File: config.mk
export PLATFORM = sky130hd
export DESIGN_NAME = roi_frame_ctrl
export DESIGN_NICKNAME = d
export VERILOG_FILES = /design/src/rtl/roi_pkg.sv /design/src/rtl/roi_cfg_norm.sv /design/src/rtl/roi_frame_ctrl.sv
export SDC_FILE = /design/constraint.sdc
export NUM_CORES = 1
export LEC_CHECK = 0
export ABC_AREA = 1
export CAP_MARGIN = 10
export CORE_AREA = 3 3 194 196
export DETAILED_ROUTE_END_ITERATION = 8
export DIE_AREA = 0 0 197 199
export MAX_ROUTING_LAYER = met4
export PLACE_DENSITY_LB_ADDON = 0.05
export SYNTH_ARGS = -nofsm -noshare
export SYNTH_HDL_FRONTEND = slang
export SYNTH_HIERARCHICAL = 1
export SYNTH_SLANG_ARGS = --single-unit
export TNS_END_PERCENT = 20
File: constraint.sdc
create_clock -name clk_i -period 3.3 [get_ports clk_i]
set_clock_uncertainty 0.1 [all_clocks]
set_input_delay 0.495 -clock clk_i [delete_from_list [all_inputs] [get_ports clk_i]]
set_output_delay 0.495 -clock clk_i [all_outputs]
set_load 0.03 [all_outputs]
File: src/rtl/roi_pkg.sv
// ROI crop control: shared coordinate layout, FSM states, rectangle type and
// the coordinate packing helper used by the shadow registers.
package roi_pkg;

   localparam int X_MSB   = 26;
   localparam int X_LSB   = 16;
   localparam int Y_MSB   = 9;
   localparam int Y_LSB   = 0;
   localparam int X_W     = X_MSB - X_LSB + 1;
   localparam int Y_W     = Y_MSB - Y_LSB + 1;
   localparam int COORD_W = 32;

   typedef enum logic [1:0] {
      UNSYNC = 2'd0,
      SYNC   = 2'd1,
      ACTIVE = 2'd2
   } roi_state_t;

   typedef struct packed {
      logic [X_W-1:0] x0;
      logic [Y_W-1:0] y0;
      logic [X_W-1:0] x1;
      logic [Y_W-1:0] y1;
   } roi_rect_t;

   function automatic logic [COORD_W-1:0] pack_xy(input logic [X_W-1:0] x,
                                                  input logic [Y_W-1:0] y);
      logic [COORD_W-1:0] w_word;
      w_word              = '0;
      w_word[X_MSB:X_LSB] = x;
      w_word[Y_MSB:Y_LSB] = y;
      return w_word;
   endfunction

endpackage

File: src/rtl/roi_cfg_norm.sv
// Combinational check of a corner pair against the frame, ordering into
// top-left / bottom-right and the resulting pixel count of the rectangle.
module roi_cfg_norm
   import roi_pkg::*;
#(
   parameter int WIDTH     = 800,
   parameter int HEIGHT    = 600,
   parameter int BIT_COORD = 32,
   parameter int AW        = 19
) (
   input  logic [BIT_COORD-1:0] i_xy_a,
   input  logic [BIT_COORD-1:0] i_xy_b,
   output logic                 o_valid,
   output roi_rect_t            o_rect,
   output logic [AW-1:0]        o_area
);

   localparam logic [X_W-1:0] X_MAX = X_W'(WIDTH);
   localparam logic [Y_W-1:0] Y_MAX = Y_W'(HEIGHT);

   logic [X_W-1:0] w_xa, w_xb;
   logic [Y_W-1:0] w_ya, w_yb;
   logic [AW-1:0]  w_dx, w_dy;
   logic           w_unused;

   assign w_xa = i_xy_a[X_MSB:X_LSB];
   assign w_xb = i_xy_b[X_MSB:X_LSB];
   assign w_ya = i_xy_a[Y_MSB:Y_LSB];
   assign w_yb = i_xy_b[Y_MSB:Y_LSB];

   // Coordinates are 1-based; zero is reserved to mean "crop disabled".
   assign o_valid = (w_xa != '0) && (w_xa <= X_MAX) && (w_xb != '0) && (w_xb <= X_MAX) &&
                    (w_ya != '0) && (w_ya <= Y_MAX) && (w_yb != '0) && (w_yb <= Y_MAX);

   assign o_rect.x0 = (w_xa < w_xb) ? w_xa : w_xb;
   assign o_rect.x1 = (w_xa < w_xb) ? w_xb : w_xa;
   assign o_rect.y0 = (w_ya < w_yb) ? w_ya : w_yb;
   assign o_rect.y1 = (w_ya < w_yb) ? w_yb : w_ya;

   assign w_dx   = AW'(o_rect.x1) - AW'(o_rect.x0) + AW'(1);
   assign w_dy   = AW'(o_rect.y1) - AW'(o_rect.y0) + AW'(1);
   assign o_area = AW'(w_dx * w_dy);

   assign w_unused = ^{i_xy_a[BIT_COORD-1:X_MSB+1], i_xy_a[X_LSB-1:Y_MSB+1],
                       i_xy_b[BIT_COORD-1:X_MSB+1], i_xy_b[X_LSB-1:Y_MSB+1]};

endmodule

File: src/rtl/roi_frame_ctrl.sv
// ROI crop sequencer: holds a pending ROI, swaps it into the shadow only on a
// full-frame boundary, and monitors both streams for length/tlast errors.
module roi_frame_ctrl
   import roi_pkg::*;
#(
   parameter int WIDTH     = 800,
   parameter int HEIGHT    = 600,
   parameter int BIT_COORD = 32,
   parameter int BIT_CNT   = 16
) (
   input  logic                 clk_i,
   input  logic                 arst_ni,
   input  logic                 cfg_wr_i,
   input  logic [BIT_COORD-1:0] cfg_xy0_i,
   input  logic [BIT_COORD-1:0] cfg_xy1_i,
   input  logic                 clr_i,
   input  logic                 s_tvalid_i,
   input  logic                 s_tlast_i,
   input  logic                 r_tvalid_i,
   input  logic                 r_tlast_i,
   output logic [BIT_COORD-1:0] xy_0_o,
   output logic [BIT_COORD-1:0] xy_1_o,
   output logic                 roi_active_o,
   output logic                 cfg_pend_o,
   output logic                 frame_done_o,
   output logic [BIT_CNT-1:0]   frame_cnt_o,
   output logic [2:0]           stat_o
);

   localparam int            FRAME_N    = WIDTH * HEIGHT;
   localparam int            AW         = $clog2(FRAME_N + 1);
   localparam logic [AW-1:0] FRAME_LAST = AW'(FRAME_N - 1);

   roi_state_t           r_state;
   roi_rect_t            r_pend;
   logic                 r_pend_vld;
   logic [AW-1:0]        r_pend_area;
   logic [BIT_COORD-1:0] r_xy_0, r_xy_1;
   logic                 r_roi_active;
   logic [AW-1:0]        r_exp_cnt;
   logic [AW-1:0]        r_beat_cnt;
   logic [AW-1:0]        r_roi_cnt;
   logic                 r_frame_done;
   logic [BIT_CNT-1:0]   r_frame_cnt;
   logic [2:0]           r_stat;

   logic          w_norm_vld;
   roi_rect_t     w_norm_rect;
   logic [AW-1:0] w_norm_area;

   roi_cfg_norm #(
      .WIDTH    (WIDTH),
      .HEIGHT   (HEIGHT),
      .BIT_COORD(BIT_COORD),
      .AW       (AW)
   ) u_norm (
      .i_xy_a (cfg_xy0_i),
      .i_xy_b (cfg_xy1_i),
      .o_valid(w_norm_vld),
      .o_rect (w_norm_rect),
      .o_area (w_norm_area)
   );

   logic          w_wr_ok, w_cfg_err, w_synced, w_at_last, w_frame_end, w_frm_err;
   logic          w_boundary, w_ld_vld, w_apply, w_roi_beat, w_roi_err;
   roi_rect_t     w_ld_rect;
   logic [AW-1:0] w_ld_area, w_roi_next, w_roi_now;

   assign w_wr_ok   = cfg_wr_i & w_norm_vld;
   assign w_cfg_err = cfg_wr_i & ~w_norm_vld;

   // A write landing on the boundary edge bypasses the pending slot.
   assign w_ld_vld  = w_wr_ok | r_pend_vld;
   assign w_ld_rect = w_wr_ok ? w_norm_rect : r_pend;
   assign w_ld_area = w_wr_ok ? w_norm_area : r_pend_area;

   assign w_synced    = (r_state != UNSYNC);
   assign w_at_last   = (r_beat_cnt == FRAME_LAST);
   assign w_frame_end = s_tvalid_i & (s_tlast_i | (w_synced & w_at_last));
   assign w_frm_err   = w_synced & s_tvalid_i & (s_tlast_i ^ w_at_last);

   // SYNC applies on an idle cycle before the first beat, or at the next frame end.
   assign w_boundary = ((r_state == SYNC) & (((r_beat_cnt == '0) & ~s_tvalid_i) | w_frame_end)) |
                       ((r_state == ACTIVE) & w_frame_end);
   assign w_apply    = w_boundary & w_ld_vld;

   assign w_roi_beat = (r_state == ACTIVE) & r_tvalid_i;
   assign w_roi_next = r_roi_cnt + AW'(1);
   assign w_roi_now  = w_roi_beat ? w_roi_next : r_roi_cnt;
   assign w_roi_err  = (w_roi_beat & (r_tlast_i ^ (w_roi_next == r_exp_cnt))) |
                       ((r_state == ACTIVE) & w_frame_end & (w_roi_now != r_exp_cnt));

   always_ff @(posedge clk_i or negedge arst_ni) begin
      if (!arst_ni) begin
         r_state      <= UNSYNC;
         r_pend       <= '0;
         r_pend_vld   <= 1'b0;
         r_pend_area  <= '0;
         r_xy_0       <= '0;
         r_xy_1       <= '0;
         r_roi_active <= 1'b0;
         r_exp_cnt    <= '0;
         r_beat_cnt   <= '0;
         r_roi_cnt    <= '0;
         r_frame_done <= 1'b0;
         r_frame_cnt  <= '0;
         r_stat       <= '0;
      end else begin
         r_frame_done <= 1'b0;
         r_stat       <= (clr_i ? 3'b000 : r_stat) | {w_roi_err, w_frm_err, w_cfg_err};

         if (s_tvalid_i)
            r_beat_cnt <= w_frame_end ? '0 : r_beat_cnt + AW'(1);

         if (w_frame_end)
            r_roi_cnt <= '0;
         else if (w_roi_beat)
            r_roi_cnt <= w_roi_next;

         if (w_synced & w_frame_end) begin
            r_frame_done <= 1'b1;
            r_frame_cnt  <= r_frame_cnt + BIT_CNT'(1);
         end

         if (w_apply) begin
            r_xy_0       <= BIT_COORD'(pack_xy(w_ld_rect.x0, w_ld_rect.y0));
            r_xy_1       <= BIT_COORD'(pack_xy(w_ld_rect.x1, w_ld_rect.y1));
            r_exp_cnt    <= w_ld_area;
            r_roi_active <= 1'b1;
            r_pend_vld   <= 1'b0;
         end else if (w_wr_ok) begin
            r_pend      <= w_norm_rect;
            r_pend_area <= w_norm_area;
            r_pend_vld  <= 1'b1;
         end

         case (r_state)
            UNSYNC:  if (s_tvalid_i & s_tlast_i) r_state <= SYNC;
            SYNC:    if (w_apply) r_state <= ACTIVE;
            ACTIVE:  r_state <= ACTIVE;
            default: r_state <= UNSYNC;
         endcase
      end
   end

   assign xy_0_o       = r_xy_0;
   assign xy_1_o       = r_xy_1;
   assign roi_active_o = r_roi_active;
   assign cfg_pend_o   = r_pend_vld;
   assign frame_done_o = r_frame_done;
   assign frame_cnt_o  = r_frame_cnt;
   assign stat_o       = r_stat;

endmodule

==> qor.txt <==
Number of port buffers: 113
Layout Cells excl Fill: 3384
YS warnings: 6
FF-to-FF path depth: 14
Final instance area: 22900 um^2
DP Cell Count: 3305
DRT Pass-1 Iters: 7
Global Route Usage Sum: 26.7%
Top Ports: 158
Cts bufs inserted: 17
P&R area growth vs syn: 33.0%
Max Clk Rate: 137 MHz
Rel. slew slack: 49.1%
Drt wl/cell: 14.6 um
Initial DRC count: 843
Post-route DRC: 0
Count of cell types in the netlist: 52
Placed cell area: 21300 um^2
# rows: 70
Final HPWL DP: 39.6 mm
Setup WS post-layout: -3.98 ns
DIE WIDTH: 197 um
Post-synth EDFFs: 0
Die Height: 199 um
Layout fillers: 3345
Final number of hold-violating endpoints: 9
WP data arrival: 7.52 ns
Setup repair after global routing missed its margin: true
DP Worst Slack: -5.04 ns
Worst Setup Start Kind: input pin
Slowest cell on crit path: fa_1
Most common cell on crit path: nand2_1
Ys async rst share: 100%
Insertion delay to the later sink of the worst-skew pair: 0.45 ns
Die area: 39200 um^2
Worst-margin pin slew: 0.764 ns
Mean number of vias per cell: 4.98
Fin crit share: 221%
H-tree depth: 4
FF-to-FF End: stat_o[2]$_DFF_PN0_
Synth Area per Inst: 6.92 um^2
Via Count: 16867
Initial Util: 47.5%
Initial antenna violation count: 1
R2r setup slk: 0.58 ns
Worst hold slack: -0.0241 ns
Final Routed Wirelength: 49.5 mm
Mapped cell area: 17200 um^2
Worst r2r src: r_roi_cnt[0]$_DFF_PN0_
Remaining antenna violation count: 0
Data required, critical path: 3.54 ns
Final setup viols: 34
First-pass GRT wire length: 83.0 mm
Largest net degree at the start of global routing: 93
Clk root buf: clkbuf_16
Global placement routability congestion: 0.964
Gate count of the mapped netlist: 2490
CTS tree: built
Slew Viols, Final: 0
Min Tclk post-route: 7.28 ns
Critical Path Max Stage Delay: 0.57 ns
Register area share after synthesis: 26.7%
Synth Flop Type: dfrtp_1
#FFs+latches synth: 184
TritonCTS Sinks: 184
Failing checks: negative hold slack, negative setup slack
Hold buffers post-CTS: 0
Critical Path End Type: register
Post-route core utilization: 63.2%
Clk slew on worst S/H paths: 0.08 ns
Core footprint: 36300 um^2
Status: complete, but fails checks
Share of layout cells above drive strength 1: 25.1%
CP Class: in2reg
Maximum root-to-sink buffer count: 2
Vias in the first global route: 17004
Gr ovfl total: 0
Max-cap violations: 0
Post-layout nets: 3158
Crit path max fanout: 6
Tightest Hold Check Type: in2async
## critical path, delay by kind of cell
| kind | cells | cell delay [ns] |
|---|---|---|
| AO/OA/AOI/OAI | 7 | 0.73 |
| XOR/XNOR | 1 | 0.23 |
| AND/OR/NAND/NOR | 22 | 1.73 |
| adder cells (fa/ha/maj) | 9 | 3.36 |
| buffers and inverters | 13 | 0.95 |
## kinds of logic after synthesis
family	Yosys count	share of synthesized area, %
compound gates	269	8.40
xor+xnor	41	2.17
fa+ha+maj	185	18.1
buf+inv	542	12.8
flops	184	26.7
other cells	1	0.0218
simple gates	1268	31.8
## area by class of cell
cell class | instances | area (um^2) | area share [%]
multi-input combinational | 1785 | 11600 | 50.5
tap | 468 | 586 | 2.56
antenna | 2 | 5.00 | 0.0218
inverter | 456 | 1750 | 7.65
timing repair buffer | 457 | 3780 | 16.5
clock inverter | 13 | 154 | 0.672
clock buffer | 19 | 453 | 1.98
sequential | 184 | 4600 | 20.1
## routing by layer
layer / up-vias / global-route usage (%) / part of all wire (%)
met3: 69 / 2.96 / 4.2
met5: - / - / 0
met2: 363 / 46.5 / 50
met4: 0 / 6.07 / 1.6
li1: 8526 / - / -
met1: 7909 / 33.8 / 45
## cells in the final DEF (no fill, tap or decap), types with 12 or more instances in the layout
| cell type | count |
|---|---|
| nand2_1 | 723 |
| inv_1 | 386 |
| buf_4 | 316 |
| dfrtp_1 | 184 |
| nand3_1 | 160 |
| nor2_1 | 144 |
| fa_1 | 103 |
| o21ai_0 | 101 |
| nand2_2 | 72 |
| o21ai_1 | 71 |
| clkdlybuf4s50_1 | 70 |
| nand4_1 | 55 |
| inv_2 | 53 |
| ha_1 | 39 |
| ha_4 | 36 |
| a21oi_1 | 35 |
| buf_2 | 29 |
| xor2_1 | 27 |
| o21ai_2 | 27 |
| nand2_4 | 27 |
| conb_1 | 22 |
| buf_6 | 18 |
| nor2_2 | 17 |
| clkbuf_16 | 17 |
| nand3_2 | 16 |
| nor3_1 | 14 |
| nor2_4 | 12 |
| inv_4 | 12 |
## worst max path at each step
stage	end	cells after the start	start	slack, ns
final	r_exp_cnt[18]$_DFFE_PN0P_	52	cfg_xy1_i[23]	-3.98
after global routing	r_exp_cnt[18]$_DFFE_PN0P_	55	cfg_xy1_i[23]	-4.38
after CTS	r_exp_cnt[18]$_DFFE_PN0P_	48	cfg_xy1_i[5]	-3.88
after detailed placement	r_exp_cnt[18]$_DFFE_PN0P_	49	cfg_xy1_i[5]	-5.04
after global placement	r_exp_cnt[18]$_DFFE_PN0P_	46	cfg_xy1_i[22]	-5.00
after floorplan	r_exp_cnt[18]$_DFFE_PN0P_	53	cfg_xy1_i[5]	-4.08
## sequential cells by signal (all words and copies together), names as in the netlist
signal,flops
r_roi_cnt,19
xy_1_o,21
r_pend,42
frame_done_o,1
r_pend_area,19
r_state,2
r_exp_cnt,19
roi_active_o,1
cfg_pend_o,1
r_beat_cnt,19
stat_o,3
frame_cnt_o,16
xy_0_o,21
## cell usage after synthesis, types with 8 or more instances
| cell type | instances | area [um^2] |
|---|---|---|
| inv_1 | 439 | 1650 |
| nor2_2 | 8 | 50.1 |
| nor2_1 | 161 | 604 |
| nor3_1 | 14 | 70.1 |
| xor2_1 | 30 | 263 |
| nand3_1 | 167 | 836 |
| a21oi_1 | 45 | 225 |
| o21ai_1 | 66 | 330 |
| nand2_2 | 39 | 244 |
| nand4_1 | 55 | 344 |
| ha_1 | 78 | 976 |
| nor4_1 | 11 | 68.8 |
| xnor2_1 | 10 | 87.6 |
| clkbuf_1 | 23 | 86.3 |
| nand2_1 | 781 | 2930 |
| dfrtp_1 | 184 | 4600 |
| nand3_2 | 9 | 90.1 |
| inv_2 | 13 | 48.8 |
| buf_2 | 29 | 145 |
| o21ai_0 | 129 | 646 |
| fa_1 | 107 | 2140 |
| buf_4 | 25 | 188 |
## timing repair
item	4_1_cts	5_1_grt
hold endpoints to repair	0	0
endpoints found under the setup margin	58	34
buffers inserted	40	6
pin swaps	125	40
resized for setup	328	55
## metrics by stage
| stage | setup TNS (ns) | hold WS, ns |
|---|---|---|
| after floorplan | -96.66 | 0.0994 |
| after global placement | -172.65 | 0.361 |
| after detailed placement | -169.82 | 0.364 |
| after CTS | -93.44 | 0.0216 |
| after global routing | -105.92 | 0.0373 |
| final | -95.56 | -0.0241 |
Power is left out: the tool's default activity adds up to more than one toggle a clock period on the data nets, which glitch-free logic cannot reach.
